**config.mk**
```make
export PLATFORM = sky130hd
export DESIGN_NAME = dsdmnist_arith_prims
export DESIGN_NICKNAME = d
export VERILOG_FILES = /design/src/rtl/dsdmnist_arith_prims_pkg.sv /design/src/rtl/dsdmnist_arith_prims_units.sv /design/src/rtl/dsdmnist_arith_prims.sv
export SDC_FILE = /design/constraint.sdc
export NUM_CORES = 1
export LEC_CHECK = 0
export CAP_MARGIN = 20
export CORE_UTILIZATION = 40
export DETAILED_ROUTE_END_ITERATION = 8
export GPL_ROUTABILITY_DRIVEN = 0
export HOLD_SLACK_MARGIN = 0.06
export PLACE_DENSITY_LB_ADDON = 0.25
export SLEW_MARGIN = 20
export SYNTH_ARGS = -nofsm -noshare
export SYNTH_HDL_FRONTEND = slang
export SYNTH_SLANG_ARGS = --single-unit
```
**constraint.sdc**
```tcl
create_clock -name i_CLK -period 10.75 [get_ports i_CLK]
set_clock_uncertainty 0.15 [all_clocks]
set_input_delay 2.6875 -clock i_CLK [delete_from_list [all_inputs] [get_ports i_CLK]]
set_output_delay 2.6875 -clock i_CLK [all_outputs]
set_load 0.02 [all_outputs]
```
**src/rtl/dsdmnist_arith_prims_pkg.sv**
```systemverilog
// Shared widths for the MNIST dot-product arithmetic primitives.
package dsdmnist_arith_prims_pkg;
  localparam int MULADD_OPW   = 8;
  localparam int MULADD_PRODW = 16;
  localparam int MULADD_RESW  = 17;
  localparam int ADD_OPW      = 17;
  localparam int ACC_OPW      = 23;
  localparam int ACC_W        = 32;
endpackage

```
**src/rtl/dsdmnist_arith_prims_units.sv**
```systemverilog
// Pipelined signed primitives: 2-cycle multiply-add leaf, 1-cycle 3-input adder,
// 1-cycle accumulator that restarts from the current operands when i_EN is low.
module dsdmnist_4op_muladd
  import dsdmnist_arith_prims_pkg::*;
#(
  parameter string USEDSP = "no"
) (
  input  logic                     i_CLK,
  input  logic signed [7:0]        i_OPSET0 [0:1],
  input  logic signed [7:0]        i_OPSET1 [0:1],
  output logic signed [16:0]       o_RESULT
);
  logic signed [MULADD_PRODW-1:0] p0;
  logic signed [MULADD_PRODW-1:0] p1;

  // Only the placement hint differs between the two builds.
  generate
    if (USEDSP == "yes") begin : g_dsp
      (* use_dsp = "yes" *) logic signed [MULADD_PRODW-1:0] p0_reg;
      (* use_dsp = "yes" *) logic signed [MULADD_PRODW-1:0] p1_reg;
      always_ff @(posedge i_CLK) begin
        p0_reg <= 16'(i_OPSET0[0]) * 16'(i_OPSET1[0]);
        p1_reg <= 16'(i_OPSET0[1]) * 16'(i_OPSET1[1]);
      end
      assign p0 = p0_reg;
      assign p1 = p1_reg;
    end else begin : g_fabric
      (* use_dsp = "no" *) logic signed [MULADD_PRODW-1:0] p0_reg;
      (* use_dsp = "no" *) logic signed [MULADD_PRODW-1:0] p1_reg;
      always_ff @(posedge i_CLK) begin
        p0_reg <= 16'(i_OPSET0[0]) * 16'(i_OPSET1[0]);
        p1_reg <= 16'(i_OPSET0[1]) * 16'(i_OPSET1[1]);
      end
      assign p0 = p0_reg;
      assign p1 = p1_reg;
    end
  endgenerate

  // (-128)*(-128) twice gives +32768, which needs the 17th bit.
  always_ff @(posedge i_CLK) begin
    o_RESULT <= 17'(p0) + 17'(p1);
  end
endmodule

module dsdmnist_3op_add #(
  parameter int OPW = 17
) (
  input  logic                  i_CLK,
  input  logic signed [OPW-1:0] i_OP0,
  input  logic signed [OPW-1:0] i_OP1,
  input  logic signed [OPW-1:0] i_OP2,
  output logic signed [OPW+1:0] o_RESULT
);
  localparam int RW = OPW + 2;

  always_ff @(posedge i_CLK) begin
    o_RESULT <= RW'(i_OP0) + RW'(i_OP1) + RW'(i_OP2);
  end
endmodule

module dsdmnist_3op_acc #(
  parameter int OPW = 23
) (
  input  logic                  i_CLK,
  input  logic                  i_RST,
  input  logic                  i_EN,
  input  logic signed [OPW-1:0] i_OP0,
  input  logic signed [OPW-1:0] i_OP1,
  output logic signed [31:0]    o_ACC
);
  localparam int ACCW = 32;

  logic signed [ACCW-1:0] sum;

  assign sum = ACCW'(i_OP0) + ACCW'(i_OP1);

  // Low i_EN reloads with this cycle's operands rather than clearing to zero.
  always_ff @(posedge i_CLK) begin
    if (i_RST) begin
      o_ACC <= '0;
    end else if (i_EN) begin
      o_ACC <= o_ACC + sum;
    end else begin
      o_ACC <= sum;
    end
  end
endmodule

```
**src/rtl/dsdmnist_arith_prims.sv**
```systemverilog
// Wrapper exposing every primitive, with both placement builds of the multiply-add leaf.
module dsdmnist_arith_prims
  import dsdmnist_arith_prims_pkg::*;
(
  input  logic                          i_CLK,
  input  logic                          i_RST,
  input  logic signed [MULADD_OPW-1:0]  muladd_a [0:1],
  input  logic signed [MULADD_OPW-1:0]  muladd_b [0:1],
  output logic signed [MULADD_RESW-1:0] muladd_dsp_result,
  output logic signed [MULADD_RESW-1:0] muladd_fab_result,
  input  logic signed [ADD_OPW-1:0]     add_op0,
  input  logic signed [ADD_OPW-1:0]     add_op1,
  input  logic signed [ADD_OPW-1:0]     add_op2,
  output logic signed [ADD_OPW+1:0]     add_result,
  input  logic                          acc_en,
  input  logic signed [ACC_OPW-1:0]     acc_op0,
  input  logic signed [ACC_OPW-1:0]     acc_op1,
  output logic signed [ACC_W-1:0]       acc_result
);
  dsdmnist_4op_muladd #(.USEDSP("yes")) u_muladd_dsp (
    .i_CLK    (i_CLK),
    .i_OPSET0 (muladd_a),
    .i_OPSET1 (muladd_b),
    .o_RESULT (muladd_dsp_result)
  );

  dsdmnist_4op_muladd #(.USEDSP("no")) u_muladd_fab (
    .i_CLK    (i_CLK),
    .i_OPSET0 (muladd_a),
    .i_OPSET1 (muladd_b),
    .o_RESULT (muladd_fab_result)
  );

  dsdmnist_3op_add #(.OPW(ADD_OPW)) u_add (
    .i_CLK    (i_CLK),
    .i_OP0    (add_op0),
    .i_OP1    (add_op1),
    .i_OP2    (add_op2),
    .o_RESULT (add_result)
  );

  dsdmnist_3op_acc #(.OPW(ACC_OPW)) u_acc (
    .i_CLK (i_CLK),
    .i_RST (i_RST),
    .i_EN  (acc_en),
    .i_OP0 (acc_op0),
    .i_OP1 (acc_op1),
    .o_ACC (acc_result)
  );
endmodule

```
# Word-level counts from Yosys, hierarchy flattened
# Cells that the tools add are included.
# classes
add_sub_neg	5
mul	2
mux	1
# ops
cell	n
adder 32 bit	1
multiplier 8 x 8 -> 16 bit	2
two-way mux 32 bit	1
adder 23 x 23 -> 24 bit	1
adder 18 x 17 -> 19 bit	1
adder 17 x 17 -> 18 bit	1
adder 16 x 16 -> 17 bit	1
# totals
ff_bits	100
output_inout_bits	85

# Depth between registers and ports, before layout
# depth
ltp_word	3
ltp_mapped	20

# By module
# A second synthesis with hierarchy kept.
# hier_totals
cells_unflattened	2091
hier_area_um2	19074.5
# by_module_without_submodules
mod	instances	cells_each	area_each_um2	seq_area_each_um2
dsdmnist_4op_muladd at u_muladd_fab	1	713	6732.7	980.9
dsdmnist_4op_muladd at u_muladd_dsp	1	717	6695.2	980.9
dsdmnist_3op_acc	1	498	4002.6	640.6
dsdmnist_3op_add	1	163	1644.1	380.4

# Least setup slack after synthesis
# Ideal clock, no wire load.
# synth_path
path_type	in2reg
start	input muladd_a[3] (netlist name)
end	register u_muladd_fab.g_fabric.p1_reg[14]
setup_ns	0.062
arrival_time_ns	6.690
required_time_ns	10.538
slack_ns	3.848
stages	18
path_buffers	0
path_cell_list	and2_1 -> fa_1 -> inv_1 -> fa_1 -> inv_1 -> fa_1 -> inv_1 -> fa_1 -> inv_1 -> ha_1 -> o21ai_0 -> a21boi_0 -> o21ai_0 -> a21boi_0 -> o21ai_0 -> a21boi_0 -> or4_1 -> nand3_1
# synth_via
elab_chain_cells	1
# synth_lines
element	line_no	rtl
start: declaration	dsdmnist_arith_prims.sv:7	input logic signed [MULADD_OPW-1:0] muladd_a [0:1],
multiplier 8 x 8 -> 16 bit	dsdmnist_arith_prims_units.sv:32	p1_reg <= 16'(i_OPSET0[1]) * 16'(i_OPSET1[1]);
end signal: assignment	dsdmnist_arith_prims_units.sv:32	
end: declaration	dsdmnist_arith_prims_units.sv:29	(* use_dsp = "no" *) logic signed [MULADD_PRODW-1:0] p1_reg;
# No other way between the ends.
# A chain may end at the register's enable or synchronous reset.

# Final worst setup path
# layout_path
start	input muladd_b[12] (netlist name)
end	register u_muladd_fab.g_fabric.p0_reg[14]
# layout_via
elab_chain_cells	1
# layout_lines
element	line_no	rtl
start: declaration	dsdmnist_arith_prims.sv:8	input logic signed [MULADD_OPW-1:0] muladd_b [0:1],
multiplier 8 x 8 -> 16 bit	dsdmnist_arith_prims_units.sv:31	p0_reg <= 16'(i_OPSET0[0]) * 16'(i_OPSET1[0]);
end signal: assignment	dsdmnist_arith_prims_units.sv:31	
end: declaration	dsdmnist_arith_prims_units.sv:28	(* use_dsp = "no" *) logic signed [MULADD_PRODW-1:0] p0_reg;
# No other way between the ends.

==> flow_summary.yaml <==
sta:
  worstMarginPinSlew_ps: 513
  period_needed_ps: 7480
  holdWs_ps: 297
  max-slew-margin-rel_pct: 65.8
  rsz0062_at_grt: "no"
  setup_viol_count_final: 0
  clock.fmax_mhz: 134
  hold_viol_final: 0
  tns_ps: 0
  finalCritPeriodShare_pct: 69.6
  finalMaxSlewViolations: 0
power:
  switching_power_uw: 1440
  swShare_pct: 44.8
  p_int_uw: 1770
  leakagePower_uw: 0.00681
  clkPwrFrac_pct: 11.0
  seqPwrFrac_pct: 19.3
  p_total_uw: 3210
  ir_worst_vdd_v: 0.000159
  power_density_nw_per_um2: 218
  power_frac_comb_pct: 69.7
clock_network:
  root_buffer: "clkbuf_16"
  ctsResizeCount: 0
  clk_pin_slew_ps: 70
  hold_buffers: 0
  cts_buffer_depth: 2
  clk_latency_ps: 360
  cts_max_level: 3
  cts_buffers: 9
  cts_tree: "built"
  cts.sinks: 100
  post_cts_buffers: 0
status:
  status: "complete, no violations"
placed_design:
  placed_cell_area_um2: 14400
  dp.cells: 1929
  io_buffers: 216
  dp_hpwl_um: 22400
detailed_routing:
  ant_nets: 0
  dr.pass1.iters: 5
  avgViaCountPerCell: 4.97
  drt_iter0_drc: 353
  avgRoutedWirePerCell_um: 13.7
  drc: 0
  wl_um: 26600
  vias: 9663
floorplan:
  die_x_um: 175
  die_area_um2: 30500
  rows: 62
  start_util_pct: 41.1
  die_h_um: 175
  ioPinCount: 217
  coreArea_um2: 29000
setup_path:
  crit_required_ps: 10890
  reg2reg_depth: 10
  arrival_ps: 7620
  start_kind: "input pin"
  crit_fanout: 8
  critPathCaptureType: "flip-flop"
  critPathKind: "in2reg"
final_layout:
  nFillCells: 2796
  n_antenna_cell: 0
  final_cells: 1945
  stdcell_area_um2: 14700
  synthToLayoutAreaGrowth_pct: 23.3
  regMostFlops: "u_acc.o_ACC"
  seqCellArea_um2: 2000
  multi_input_area_um2: 8960
  nets: 1969
  largest_reg_flops: 32
  largest_registers: "u_acc.o_ACC (32), u_add.o_RESULT (19), u_muladd_fab.o_RESULT (17)"
  drive_gt1_share_pct: 2.11
synth:
  ys_seq_area_share_pct: 16.8
  synth_warnings: 0
  yosys_most_used_dff: "dfxtp_1"
  synth-edff-count: 0
  syn_inst: 1358
  ys_async_sr_fraction_pct: 0
  avgSynthCellArea_um2: 8.78
  synth_cell_types: 66
  syn-cell-area_um2: 11900
  ys_ff_latch: 100
  syn_nets: 1771
run:
  drv_cap: 0
hold_path:
  whs_path_depth: 1
  hold_class: "reg2reg"
global_routing:
  antenna_found_initial: 0
  grt_pass1_wl_um: 44700
  gr-usage-all-layers_pct: 17.9
  grt_pass1_vias: 9686
  grt_max_degree: 35
  overflow: 0
[area by class of cell]
cell class,instances,share of cell area (%)
Multi-Input combinational cell,1020,60.9
Timing Repair Buffer,218,14.8
Sequential cell,100,13.6
Inverter,207,5.28
Tap cell,384,3.27
Clock buffer,10,1.56
Clock inverter,6,0.528
[worst max-delay path, cell delays in order]
cell and delay (ps):
clkdlybuf4s50_1 560, and2_1 240, fa_1 530, inv_1 50, fa_1 490, inv_1 60, fa_1 530, inv_1 50
fa_1 520, inv_1 40, ha_1 320, o21ai_0 110, a21boi_0 150, o21ai_0 220, a21boi_0 150, o21ai_0 220
a21boi_0 180, or4_1 420, nand3_1 90
[cell usage in the layout, fill, tap and decap left out, types with 18 or more instances in the layout]
cell type and n:
a21oi_1 73, ha_1 150, clkdlybuf4s50_1 216, xor2_1 20
xnor2_1 66, nor2_1 98, and2_1 76, dfxtp_1 100
nand3_1 18, inv_1 207, fa_1 131, a21o_1 29
nand2_1 102, o21ai_0 54
[stage by stage]
| step | utilization [%] | setup slack (ps) |
|---|---|---|
| global placement | 49.6 | 3000 |
| CTS | 50.7 | 3320 |
| finish | 50.7 | 3270 |
| floorplan | - | 3850 |
| global route | 50.7 | 2880 |
| detailed placement | 49.6 | 2970 |
[cell usage after synthesis (4+ instances only)]
master    number  area (µm²)
nor2_1        98         368
nand4_1        8        50.1
nor4b_1        4        35.0
buf_4         17         128
nand2_1      102         383
a21boi_0      15         113
nand3_1       18        90.1
nand2b_1      12        75.1
o211ai_1       8        60.1
ha_1         150        1880
clkbuf_1       6        22.5
xnor2_1       66         578
fa_1         131        2620
dfxtp_1      100        2000
buf_1          4        15.0
mux2i_1       10         100
o21bai_1      15         113
o21a_1         9        67.6
a21o_1        29         218
o21ai_0       54         270
inv_1        207         777
xor2_1        20         175
o21ai_1        5        25.0
nor3_1        17        85.1
a31oi_1        8        50.1
and3_1         8        50.1
a21oi_1       73         365
and4_1         4        35.0
and2_1        76         475
a211oi_1      13        97.6
nand3b_1       4        30.0
nor2b_1       13        81.3
[worst paths after layout]
path                                                            endpoint  slack, ps                                    start
worst max register to register                u_acc.o_ACC[22]$_SDFF_PP0_       7620                u_acc.o_ACC[0]$_SDFF_PP0_
worst min register to register          u_muladd_fab.o_RESULT[0]$_DFF_P_        300  u_muladd_fab.g_fabric.p0_reg[0]$_DFF_P_
worst max-delay path            u_muladd_fab.g_fabric.p0_reg[14]$_DFF_P_       3270                             muladd_b[12]
worst min-delay path                    u_muladd_fab.o_RESULT[0]$_DFF_P_        300  u_muladd_fab.g_fabric.p0_reg[0]$_DFF_P_
[routing by layer]
layer	GRT usage, %	wire length (µm)	up-vias
li1	-	-	4876
met1	21.8	11600	4601
met2	33.4	13700	171
met3	2.50	988	15
met4	3.19	264	0
met5	0	0	-
[power groups by stage]
stage	clock, µW	combinational (µW)	sequential, µW
4_1_cts	367	2260	624
2_1_floorplan	0	1550	716
3_5_place_dp	0	2240	630
5_1_grt	382	2530	636
3_3_place_gp	0	2210	631
6_report	354	2240	620
[logic make-up after synthesis]
logic type | count (synthesis) | synth area share (%)
and+or+nand+nor | 380 | 15.8
buffers and inverters | 238 | 8.07
adders and majority gates | 281 | 37.7
DFF | 100 | 16.8
muxes | 10 | 0.839
xor gates and xnor gates | 86 | 6.32
AOI/OAI and AO/OA | 263 | 14.5
(Power assumes the default switching activity.)
